==> src/rtl/instr_fetch_unit.sv <==
// -----------------------------------------------------------------------------
// instr_fetch_unit
//
// Purpose:
//   Owns the program counter and fetches one instruction at a time from an
//   instruction memory that answers with a variable number of cycles of
//   latency. The fetched instruction is held stable for the datapath until the
//   core loads a new PC through en_pc/updated_pc. If memory never answers, a
//   sticky fetch_error is raised and the unit freezes until reset.
//
// Ports:
//   clk                     in   1   system clock, rising edge
//   rst_n                   in   1   asynchronous active-low reset
//   run                     in   1   core run enable
//   mem_req                 out  1   read request to instruction memory
//   mem_addr                out  16  read address (current_pc)
//   mem_ready               in   1   memory accepts the request this cycle
//   mem_rvalid              in   1   read data valid
//   mem_rdata               in   16  read data
//   updated_pc              in   16  next PC from the PC-update logic
//   en_pc                   in   1   load updated_pc into the PC
//   instruction_from_memory out  16  held instruction
//   current_pc              out  16  PC of the held instruction
//   instr_valid             out  1   instruction_from_memory is valid
//   fetch_error             out  1   sticky memory-timeout flag
// -----------------------------------------------------------------------------
module instr_fetch_unit #(
  parameter logic [15:0] RESET_PC       = 16'h0000,
  parameter int unsigned TIMEOUT_CYCLES = 255
) (
  input  logic        clk,
  input  logic        rst_n,
  input  logic        run,
  output logic        mem_req,
  output logic [15:0] mem_addr,
  input  logic        mem_ready,
  input  logic        mem_rvalid,
  input  logic [15:0] mem_rdata,
  input  logic [15:0] updated_pc,
  input  logic        en_pc,
  output logic [15:0] instruction_from_memory,
  output logic [15:0] current_pc,
  output logic        instr_valid,
  output logic        fetch_error
);

  typedef enum logic [2:0] {
    ST_IDLE,
    ST_REQ,
    ST_WAIT,
    ST_HOLD,
    ST_ERROR
  } fetch_state_t;

  // The counter holds the number of WAIT cycles already spent without data,
  // so the last permitted WAIT cycle is the one where it equals TIMEOUT-1.
  localparam logic [15:0] TIMEOUT_LAST = 16'(TIMEOUT_CYCLES - 1);

  fetch_state_t state_q;
  fetch_state_t state_d;

  logic [15:0] pc_q;
  logic [15:0] instr_q;
  logic        valid_q;
  logic        err_q;
  logic [15:0] cnt_q;

  logic capture;
  logic advance;
  logic cnt_clr;
  logic cnt_inc;
  logic set_err;

  // State register. Reset drops straight back to IDLE, which abandons any
  // outstanding read: a late rvalid lands outside WAIT and is ignored.
  always_ff @(posedge clk or negedge rst_n) begin
    if (!rst_n) begin
      state_q <= ST_IDLE;
    end else begin
      state_q <= state_d;
    end
  end

  // Next-state and control decode. In WAIT, data arriving on the final
  // permitted cycle is checked before the timeout, so data wins the tie.
  // An accepted request always proceeds to WAIT even if run has dropped,
  // because memory has already committed to answering.
  always_comb begin
    state_d = state_q;
    mem_req = 1'b0;
    capture = 1'b0;
    advance = 1'b0;
    cnt_clr = 1'b0;
    cnt_inc = 1'b0;
    set_err = 1'b0;
    case (state_q)
      ST_IDLE: begin
        if (run) begin
          state_d = ST_REQ;
        end
      end
      ST_REQ: begin
        mem_req = 1'b1;
        if (mem_ready) begin
          state_d = ST_WAIT;
          cnt_clr = 1'b1;
        end else if (!run) begin
          state_d = ST_IDLE;
        end
      end
      ST_WAIT: begin
        if (mem_rvalid) begin
          capture = 1'b1;
          state_d = ST_HOLD;
        end else if (cnt_q >= TIMEOUT_LAST) begin
          set_err = 1'b1;
          state_d = ST_ERROR;
        end else begin
          cnt_inc = 1'b1;
        end
      end
      ST_HOLD: begin
        if (en_pc) begin
          advance = 1'b1;
          state_d = run ? ST_REQ : ST_IDLE;
        end
      end
      ST_ERROR: begin
        state_d = ST_ERROR;
      end
      default: begin
        state_d = ST_IDLE;
      end
    endcase
  end

  // Datapath registers. The PC only moves on an advance out of HOLD, and the
  // instruction register is cleared on that same edge so stale instructions
  // are never presented alongside the new PC.
  always_ff @(posedge clk or negedge rst_n) begin
    if (!rst_n) begin
      pc_q    <= RESET_PC;
      instr_q <= 16'h0000;
      valid_q <= 1'b0;
      err_q   <= 1'b0;
      cnt_q   <= 16'h0000;
    end else begin
      if (cnt_clr) begin
        cnt_q <= 16'h0000;
      end else if (cnt_inc) begin
        cnt_q <= cnt_q + 16'd1;
      end

      if (capture) begin
        instr_q <= mem_rdata;
        valid_q <= 1'b1;
      end else if (advance) begin
        pc_q    <= updated_pc;
        instr_q <= 16'h0000;
        valid_q <= 1'b0;
      end

      if (set_err) begin
        err_q   <= 1'b1;
        valid_q <= 1'b0;
      end
    end
  end

  // The address is simply the PC; it is only meaningful while mem_req is high.
  assign mem_addr                = pc_q;
  assign current_pc              = pc_q;
  assign instruction_from_memory = instr_q;
  assign instr_valid             = valid_q;
  assign fetch_error             = err_q;

endmodule

==> config.mk <==
export PLATFORM = sky130hd
export DESIGN_NAME = instr_fetch_unit
export DESIGN_NICKNAME = d
export VERILOG_FILES = /design/src/rtl/instr_fetch_unit.sv
export SDC_FILE = /design/constraint.sdc
export NUM_CORES = 1
export LEC_CHECK = 0
export BUFFER_PORTS_ARGS = -buffer_cell sky130_fd_sc_hd__buf_2
export CORE_ASPECT_RATIO = 1.2
export CORE_MARGIN = 10
export CORE_UTILIZATION = 25
export DETAILED_ROUTE_END_ITERATION = 8
export GPL_TIMING_DRIVEN = 0
export PLACE_DENSITY = 0.49
export SYNTH_ARGS = -nofsm -noshare
export SYNTH_HDL_FRONTEND = slang
export SYNTH_SLANG_ARGS = --single-unit
==> constraint.sdc <==
create_clock -name clk -period 2 [get_ports clk]
set_clock_uncertainty 0.15 [all_clocks]
set_input_delay 0.2 -clock clk [delete_from_list [all_inputs] [get_ports clk]]
set_output_delay 0.2 -clock clk [all_outputs]
set_load 0.02 [all_outputs]
==> metrics.md, run 1 <==
| Metric | Value |
|---|---|
| Synth unique cells | 36 |
| Num CTS Buffers | 5 |
| Max Slew Vio Count | 0 |
| Seq/Total Area, Yosys | 0.5665 |
| Cell area after synthesis | ~2300 µm² |
| Post-route setup TNS | 0 ps |
| Most frequent cells in the layout | buf_2 (89), dfrtp_1 (52), dlygate4sd3_1 (32) |
| Longest Clk Path Bufs | 2 |
| Worst Setup SP | cnt_q[0]$_DFFE_PN0P_ |
| Failing checks | negative hold slack |
| Total Routed Length | 5911 µm |
| Worst hold path class | in2async |
| Top-Level Pins | 89 |
| Crit Path Class | reg2reg |
| Largest net degree at the start of global routing | 54 |
| Crit path max fanout | 9 |
| Die area | 13650 µm² |
| Vias/cell | between 4 and 5 |
| Vias | 1817 |
| Placed cells | 391 |
| Post-synth EDFFs | 0 |
| Most common cell after layout, fill and taps aside | buf_2 |
| Worst ir drop on vdd | 0.0003913 V |
| WL/cell | roughly 14 µm |
| Drt first pass iters | 4 |
| DRC | 0 |
| Slowest stage cell, crit path | dfrtp_2 |
| Logic gate share of total power | 0.485 |
| Fmax | approximately 540 MHz |
| Ys flop type | dfrtp_1 |
| # diodes | 0 |
| Die X | 108.3 µm |
| CP Capture Type | flip-flop |
| Initial core utilization | 0.2578 |
| Final setup fails | 0 |
| Status | finished with violations |
| Clk Tree Root Cell | clkbuf_8 |
| Fin crit share | 0.9279 |
| Worst-margin pin slew | 1167 ps |
| Hold_ws | -19.04 ps |
| Crit-path cells | inv_1 -> ha_1 -> o2111a_2 -> buf_6 -> nor3b_2 -> mux2i_1 |
| Clock network fraction of design power | 0.153 |
| Pwr per Cell Area | 1331 nW/µm² |
| Cell row count | 38 |
| Number of global-route vias before repair | about 1900 |
| Static leakage | 1.694 nW |
| Post-route setup slack | 144.2 ps |
| RSZ-0062 raised after global routing | false |
| Internal power | 2.748 mW |
| Async set-or-reset flop fraction in the synthesized netlist | 1.000 |
| Critical Path AT | 1930 ps |
| Grt total ovfl | 0 |
| Gpl congestion | roughly 0.74 |
| # H-tree levels | 2 |
| Final net count | 352 |
| # port buffers | between 80 and 90 |
| Flops & latches, synth | 53 |
| CTS tree | yes |
| Post-DP HPWL | 4185 µm |
| First-pass GRT wire length | 9653 µm |
| Seq pwr share | 0.362 |
| Maxcap violations | 0 |
| Startpoint Class | flip-flop |
| Final cell count without fillers | 432 |
| Area growth syn-to-layout | 44.52% |
| Sw Share | 0.3897 |
| Syn avg cell area | 12.79 µm² |
| R2r startpoint | cnt_q[0]$_DFFE_PN0P_ |
| Clk sinks | 53 |
| P_sw | 1.755 mW |
| Mapped Cells | about 180 |
| Layout cells sized above 1 | 0.4647 |
| Overall routing resource usage | 0.08597 |
| Initial antenna violation count | 0 |
| Syn nets | 223 |
| Fin. Hold Viols | 21 |
| Die height | 126.0 µm |
| Warnings, synthesis | 0 |
| Relative slew slack | 0.2218 |
| Peak per-stage delay on the critical path | 440 ps |
| Minimum period implied by the final worst setup slack | ~1900 ps |
| Drt initial violations | 39 |
| Worst slack, placed | 33.12 ps |
| Clk_lat worst skew | about 290 ps |
| Worst-path clk slew | roughly 90 ps |
| Core ar. | 9081 µm² |
| Worst EP required | 2070 ps |
| Antenna Violating Nets Remaining | 0 |
[synthesized netlist by cell type (2+ instances only)]
library cell / count / share of area
a22o_1: 16 / 0.060
and2_1: 7 / 0.019
buf_2: 2 / 0.0043
buf_4: 18 / 0.058
clkbuf_1: 2 / 0.0032
dfrtp_1: 53 / 0.57
ha_1: 2 / 0.011
mux2_2: 16 / 0.077
mux2i_1: 7 / 0.030
nand2_1: 11 / 0.018
nand2b_1: 8 / 0.021
nand3_1: 4 / 0.0086
nand3b_1: 2 / 0.0064
nand4_1: 2 / 0.0053
nor3_1: 6 / 0.013
nor4_1: 4 / 0.011
o21a_1: 2 / 0.0064
o21ai_0: 3 / 0.0064
[worst paths after layout]
kind,endpoint,slack (ps),cells after the start
setup / recovery,cnt_q[0]$_DFFE_PN0P_,140,6
hold / removal,current_pc[13]$_DFFE_PN0P_,-20,1
setup reg to reg,cnt_q[0]$_DFFE_PN0P_,140,6
hold reg to reg,fetch_error$_DFFE_PN0P_,340,1
max in group asynchronous,cnt_q[0]$_DFFE_PN0P_,920,1
min in group clk,state_q[0]$_DFFE_PN0P_,60,3
[metrics by stage]
step	utilization	power (mW)	area [µm²]	hold slack, ps
floorplan	-	3.078	2341	-245.6
global placement	0.3228	3.772	2932	274.5
detailed placement	0.3228	3.792	2932	283.3
CTS	0.3695	4.553	3356	26.91
global route	0.3726	4.806	3383	71.23
finish	0.3726	4.502	3383	-19.04
[final cells by class]
| cell class | count | area (µm²) |
|---|---|---|
| multi-input cells | 106 | 854.6 |
| inverters | 1 | 3.754 |
| fillers | 882 | 5698 |
| repair buffers | 122 | 775.7 |
| well taps | 120 | 150.1 |
| clock inverters | 2 | 35.03 |
| clock buffers | 5 | 68.82 |
| plain buffers | 23 | 167.7 |
| flip-flops and latches | 53 | 1328 |
[logic make-up (layout without fill, tap and decap cells)]
family / after synthesis / after routing / share of synthesized area
AND/OR/NAND/NOR: 56 / 56 / 0.1550
flip-flops: 53 / 53 / 0.5665
AO/OA/AOI/OAI: 25 / 25 / 0.08925
buffers and inverters: 24 / 153 / 0.07162
multiplexers: 23 / 23 / 0.1069
adder cells (fa/ha/maj): 2 / 2 / 0.01069
[critical path, delay by kind of cell, from the launching register on]
family,cells,cell delay (ps)
flops,1,440
simple gates,1,320
compound gates,1,270
mux,1,220
fa+ha+maj,1,200
buf+inv,2,190
[state kept, by name, indices dropped and copies added, names as in the netlist]
| register | cells |
|---|---|
| fetch_error | 1 |
| current_pc | 16 |
| instr_valid | 1 |
| state_q | 3 |
| cnt_q | 16 |
| instruction_from_memory | 16 |
[power groups by stage]
| stage | combinational (mW) | clock (mW) | sequential, mW |
|---|---|---|---|
| 2_1_floorplan | 1.09 | 0 | 1.99 |
| 3_5_place_dp | 2.14 | 0 | 1.65 |
| 6_report | 2.18 | 0.690 | 1.63 |
| 3_3_place_gp | 2.13 | 0 | 1.64 |
| 4_1_cts | 2.20 | 0.725 | 1.63 |
| 5_1_grt | 2.36 | 0.763 | 1.68 |
[per-layer routing]
metal	global-route usage	vias to the layer above	wire, µm
met5	0	-	0
met4	0.02098	0	55
met3	0.03010	5	571
met2	0.1415	50	2854
met1	0.1042	862	2430
li1	-	900	-
[repair_timing]
item,in CTS,in global routing
setup endpoints to repair,0,22
setup buffers,0,2
resized for setup,0,5
hold endpoints to repair,32,0
hold buffers,32,0
(Power assumes the default switching activity.)
==> run 2, diff against run 1 <==
--- a/config.mk
+++ b/config.mk
@@ -11,7 +11,7 @@
 export CORE_UTILIZATION = 25
 export DETAILED_ROUTE_END_ITERATION = 8
 export GPL_TIMING_DRIVEN = 0
-export PLACE_DENSITY = 0.49
+export PLACE_DENSITY_LB_ADDON = 0.25
 export SYNTH_ARGS = -nofsm -noshare
 export SYNTH_HDL_FRONTEND = slang
 export SYNTH_SLANG_ARGS = --single-unit
==> run 2 against run 1 <==
  * The run still ends with negative hold slack left
  * Total power up 0.72%
  * Via count up 1.5%
  * First-iteration DRC count rose to 3.9 times the previous value
  * Setup slack worse by 22 ps
  * Highest routed layer unchanged
  * Wire length up 4.2%
  * Die area unchanged
  * Design area unchanged
  * Non-clock buffer count unchanged
  * Hold slack worse by 7.6 ps
  * Fmax down 1.2%
  * Sequential power about the same
  * Sequential share of layout area unchanged
==> metrics.md, run 2 (synthesized netlist as in run 1, its figures left out) <==
| Metric | Value |
|---|---|
| Static leakage | about 1.7 nW |
| DRC | 0 |
| FILL cells | 907 |
| Drt initial violations | 151 |
| Post-DP HPWL | between 4000 and 5000 µm |
| # diodes | 0 |
| Cell row count | 38 |
| Hold_ws | -26.62 ps |
| Worst-margin pin slew | between 1000 and 1500 ps |
| Tot Pwr | 4.535 mW |
| Antenna Violating Nets Remaining | 0 |
| Minimum period implied by the final worst setup slack | approximately 1900 ps |
| Worst slack, placed | -99.13 ps |
| Most common cell after layout, fill and taps aside | buf_2 |
| Number of global-route vias before repair | 1983 |
| Vias | between 1500 and 2000 |
| Relative slew slack | 0.1966 |
| Max Slew Vio Count | 0 |
| Clk_lat worst skew | approximately 300 ps |
| P_sw | 1.787 mW |
| Vias/cell | between 4 and 5 |
| Stages on the worst setup path | 4 |
| Grt total ovfl | 0 |
| Worst-path clk slew | roughly 100 ps |
| Worst ir drop on vdd | about 0.00054 V |
| Clock network fraction of design power | 0.158 |
| # H-tree levels | 2 |
| Top cell family by delay on the critical path | compound AO/OA/AOI/OAI gates |
| Top-Level Pins | 89 |
| Final setup fails | 0 |
| WL/cell | 14.26 µm |
| Slowest stage cell, crit path | dfrtp_1 |
| Die X | 108.3 µm |
| # port buffers | 88 |
| Longest Clk Path Bufs | 2 |
| Critical Path AT | 1970 ps |
| Fmax | 532.6 MHz |
| First-pass GRT wire length | 10310 µm |
| Status | finished with violations |
| Sw Share | 0.3940 |
| RSZ-0062 raised after global routing | false |
| Worst EP required | approximately 2100 ps |
| Startpoint Class | flip-flop |
| Num CTS Buffers | 5 |
| Drt first pass iters | 4 |
| Overall routing resource usage | 0.09069 |
| Largest net degree at the start of global routing | 54 |
| Seq pwr share | 0.360 |
| Die height | ~130 µm |
| Area of placed instances | 2932 µm² |
| Post-route setup slack | 122.4 ps |
| CTS tree | yes |
| Peak per-stage delay on the critical path | around 500 ps |
| Layout cells sized above 1 | 0.4647 |
| Crit Path Class | reg2reg |
| Pwr per Cell Area | 1340 nW/µm² |
| CP Capture Type | flip-flop |
| Die area | 13650 µm² |
| Failing checks | negative hold slack |
| Fin. Hold Viols | 8 |
| Initial core utilization | 0.2578 |
| Core ar. | between 9000 and 10000 µm² |
| Internal power | roughly 2.7 mW |
| Total Routed Length | 6162 µm |
| Clk Tree Root Cell | clkbuf_8 |
| Final cell count without fillers | 432 |
| Maxcap violations | 0 |
| Crit path buf inv count | 1 |
| R2r worst-path depth | 4 |
| Fin crit share | 0.9388 |
| Placed cells | slightly below 400 |
| Worst hold path class | in2async |
| Gpl congestion | 0.7191 |
| Initial antenna violation count | 0 |
| Crit path max fanout | 10 |
| Design area | 3383 µm² |
| Logic gate share of total power | 0.482 |
| Crit-path cells | and2b_1 -> a31oi_2 -> buf_4 -> a22o_1 |
| Final net count | 352 |
| Clk sinks | 53 |
| Area growth syn-to-layout | 44.52% |
| Most frequent cells in the layout | buf_2 (89), dfrtp_1 (52), dlygate4sd3_1 (32) |
-- run 2: cell count changes in the layout (fill, tap and decap cells not counted) --
cell | before | now
o21ai_1 | 0 | 1
buf_4 | 20 | 21
o21ai_0 | 3 | 2
clkbuf_4 | 1 | 0
-- run 2: area by class of cell --
type	instances	area, µm²	share of cell area
multi-input cells	106	854.6	0.2526
flip-flops and latches	53	1328	0.3924
plain buffers	23	167.7	0.04956
repair buffers	122	775.7	0.2293
inverters	1	3.754	0.001109
clock buffers	5	68.82	0.02034
clock inverters	2	35.03	0.01036
well taps	120	150.1	0.04438
-- run 2: layer usage --
| metal | GRT usage | vias up | part of all wire |
|---|---|---|---|
| li1 | - | 892 | - |
| met1 | 0.1065 | 892 | 0.43 |
| met2 | 0.1579 | 55 | 0.49 |
| met3 | 0.02755 | 5 | 0.068 |
| met4 | 0.01865 | 0 | 0.0093 |
| met5 | 0 | - | 0 |
-- run 2: power groups by stage --
stage | Combinational (mW) | Clock [mW] | Sequential [mW]
2_1_floorplan | 1.09 | 0 | 1.99
3_3_place_gp | 2.14 | 0 | 1.64
3_5_place_dp | 2.15 | 0 | 1.65
4_1_cts | 2.22 | 0.748 | 1.63
5_1_grt | 2.37 | 0.793 | 1.68
6_report | 2.19 | 0.717 | 1.63
-- run 2: worst paths after layout --
path	startpoint	slack, ps	end
hold reg to reg	cnt_q[12]$_DFFE_PN0P_	340	cnt_q[12]$_DFFE_PN0P_
min in group clk	run	30	state_q[0]$_DFFE_PN0P_
setup reg to reg	state_q[2]$_DFFE_PN0P_	120	instruction_from_memory[12]$_DFFE_PN0P_
setup / recovery	state_q[2]$_DFFE_PN0P_	120	instruction_from_memory[12]$_DFFE_PN0P_
hold / removal	rst_n	-30	state_q[0]$_DFFE_PN0P_
max in group asynchronous	rst_n	920	cnt_q[0]$_DFFE_PN0P_
-- run 2: metrics by stage --
step                      utilization  TNS (ps)  hold slack, ps
after detailed placement       0.3228    -951.5           279.3
final                          0.3726         0          -26.62
after CTS                      0.3716         0           35.99
after global routing           0.3726         0           42.94
after global placement         0.3228    -565.0           275.7
after floorplan                     -         0          -245.6
-- run 2: repair_timing --
| item | in CTS | in global routing |
|---|---|---|
| gates resized for setup | 3 | 2 |
| hold buffers | 32 | 0 |
| hold endpoints to repair | 32 | 0 |
| pin swaps | 1 | 0 |
| setup endpoints to repair | 15 | 12 |
| gates cloned | 0 | 0 |
| setup buffers | 2 | 0 |
==> run 3, diff against run 2 <==
--- a/config.mk
+++ b/config.mk
@@ -8,7 +8,7 @@
 export BUFFER_PORTS_ARGS = -buffer_cell sky130_fd_sc_hd__buf_2
 export CORE_ASPECT_RATIO = 1.2
 export CORE_MARGIN = 10
-export CORE_UTILIZATION = 25
+export CORE_UTILIZATION = 48
 export DETAILED_ROUTE_END_ITERATION = 8
 export GPL_TIMING_DRIVEN = 0
 export PLACE_DENSITY_LB_ADDON = 0.25
==> run 3 against run 2 <==
  * The flow still finishes with violations (negative hold slack)
  * Flip-flop and latch count did not move
  * Sequential power barely moved
  * Setup slack got worse by 39 ps
  * Fmax fell by 2.0%
  * Die area fell by 41%
  * First-iteration DRC count fell by 41%
  * Critical path depth did not move
  * Hold slack barely moved
==> metrics.md, run 3 (synthesized netlist as in run 1, its figures left out) <==
| Metric | Value |
|---|---|
| Status | finished with violations |
| Failing checks | negative hold slack |
| Final cell count without fillers | 370 |
| Worst-margin pin slew | between 1000 and 1500 ps |
| # port buffers | 88 |
| Antenna Violating Nets Remaining | 0 |
| Total Routed Length | around 6000 µm |
| Largest net degree at the start of global routing | 54 |
| Fin crit share | 0.9583 |
| First-pass GRT wire length | 10010 µm |
| Most frequent cells in the layout | buf_2 (90), dfrtp_1 (53), dlygate4sd3_1 (32) |
| Vias | 1852 |
| CTS tree | yes |
| Sw Share | 0.3895 |
| Worst hold path class | in2async |
| Worst slack, placed | 72.41 ps |
| Clk sinks | 53 |
| DRC | 0 |
| R2R Path End | current_pc[8]$_DFFE_PN0P_ |
| Post-DP HPWL | between 4000 and 5000 µm |
| Longest Clk Path Bufs | 2 |
| RSZ-0062 raised after global routing | false |
| Static leakage | 1.693 nW |
| Design area | 3299 µm² |
| Top cell family by delay on the critical path | flip-flops |
| Core ar. | around 4700 µm² |
| Post-route setup TNS | 0 ps |
| Slowest stage cell, crit path | dfrtp_1 |
| Flop2flop setup slack | about 83 ps |
| Startpoint Class | flip-flop |
| Gpl congestion | about 0.8 |
| Worst EP required | 2030 ps |
| Layout cells sized above 1 | 0.4583 |
| # H-tree levels | 2 |
| Final net count | 351 |
| Cell row count | 27 |
| Critical Path AT | 1950 ps |
| Logic gate share of total power | 0.479 |
| FILL cells | about 340 |
| Pwr per Cell Area | ~1400 nW/µm² |
| Hold_ws | -27.05 ps |
| Clk_lat worst skew | ~300 ps |
| Most common cell after layout, fill and taps aside | buf_2 |
| R2r startpoint | state_q[2]$_DFFE_PN0P_ |
| Overall routing resource usage | 0.1500 |
| Crit Path Class | reg2reg |
| Minimum period implied by the final worst setup slack | 1917 ps |
| Crit path max fanout | 10 |
| Area growth syn-to-layout | 40.94% |
| Number of global-route vias before repair | 1926 |
| Drt initial violations | between 80 and 90 |
| Vias/cell | ~5.0 |
| Die area | 8082 µm² |
| Seq pwr share | 0.360 |
| Placed cells | 329 |
| Grt total ovfl | 0 |
| Die height | 96.50 µm |
| Die X | 83.75 µm |
| Initial core utilization | 0.5021 |
| Initial antenna violation count | 0 |
| Clock network fraction of design power | 0.160 |
| Fmax | roughly 520 MHz |
| Maxcap violations | 0 |
| R2r worst-path depth | 4 |
| Worst-path clk slew | 90 ps |
| Worst ir drop on vdd | 0.0007611 V |
| Top-Level Pins | 89 |
| Crit-path cells | and2b_1 -> nand3_2 -> buf_2 -> mux2_2 |
| Peak per-stage delay on the critical path | roughly 500 ps |
| Area of placed instances | approximately 2900 µm² |
| Num CTS Buffers | 5 |
| Relative slew slack | 0.2417 |
| # diodes | 0 |
| Post-route setup slack | between 80 and 90 ps |
| P_sw | around 1.8 mW |
| Max Slew Vio Count | 0 |
| Final setup fails | 0 |
| Internal power | roughly 2.8 mW |
| Fin. Hold Viols | 53 |
| Final Core Density | 0.7077 |
| Tot Pwr | 4.556 mW |
| Drt first pass iters | 4 |
| Crit path buf inv count | 1 |
| CP Capture Type | flip-flop |
| Clk Tree Root Cell | clkbuf_8 |
| WL/cell | around 16 µm |
-- run 3: area by class of cell --
type                       count  area (µm²)  area share
clock inverter                 1       30.03    0.009101
buffer                        23       165.2     0.05006
sequential                    53        1326      0.4020
clock buffer                   7       86.33     0.02617
timing repair buffer         121       768.2      0.2328
inverter                       1       3.754    0.001138
multi-input combinational    106       847.1      0.2567
tap                           58       72.57     0.02199
-- run 3: what timing repair did --
action / CTS / global route
hold endpoints to repair: 32 / 0
endpoints found under the setup margin: 0 / 13
resized for setup: 0 / 3
hold buffers: 32 / 0
buffers inserted: 0 / 1
-- run 3: power groups by stage --
stage / logic, mW / registers (mW) / clock network (mW)
after CTS: 2.19 / 1.63 / 0.753
final: 2.18 / 1.64 / 0.731
after floorplan: 1.09 / 1.99 / 0
after global placement: 2.11 / 1.64 / 0
after global routing: 2.35 / 1.69 / 0.808
after detailed placement: 2.14 / 1.65 / 0
-- run 3: worst max path at each step --
| stage | slack (ps) | endpoint | startpoint | cells past startpoint |
|---|---|---|---|---|
| after global placement | 70 | state_q[2]$_DFFE_PN0P_ | cnt_q[0]$_DFFE_PN0P_ | 6 |
| after global routing | 7 | current_pc[10]$_DFFE_PN0P_ | state_q[2]$_DFFE_PN0P_ | 4 |
| final | 80 | current_pc[8]$_DFFE_PN0P_ | state_q[2]$_DFFE_PN0P_ | 4 |
| after detailed placement | 70 | instruction_from_memory[11]$_DFFE_PN0P_ | state_q[0]$_DFFE_PN0P_ | 5 |
| after CTS | 30 | instruction_from_memory[7]$_DFFE_PN0P_ | state_q[0]$_DFFE_PN0P_ | 5 |
| after floorplan | 280 | state_q[1]$_DFFE_PN0P_ | cnt_q[0]$_DFFE_PN0P_ | 6 |
-- run 3: metal layers --
layer,track usage,part of all wire,up-vias
li1,-,-,890
met1,0.1656,0.40,901
met2,0.2769,0.54,54
met3,0.04439,0.050,7
met4,0.04050,0.010,0
met5,0,0,-
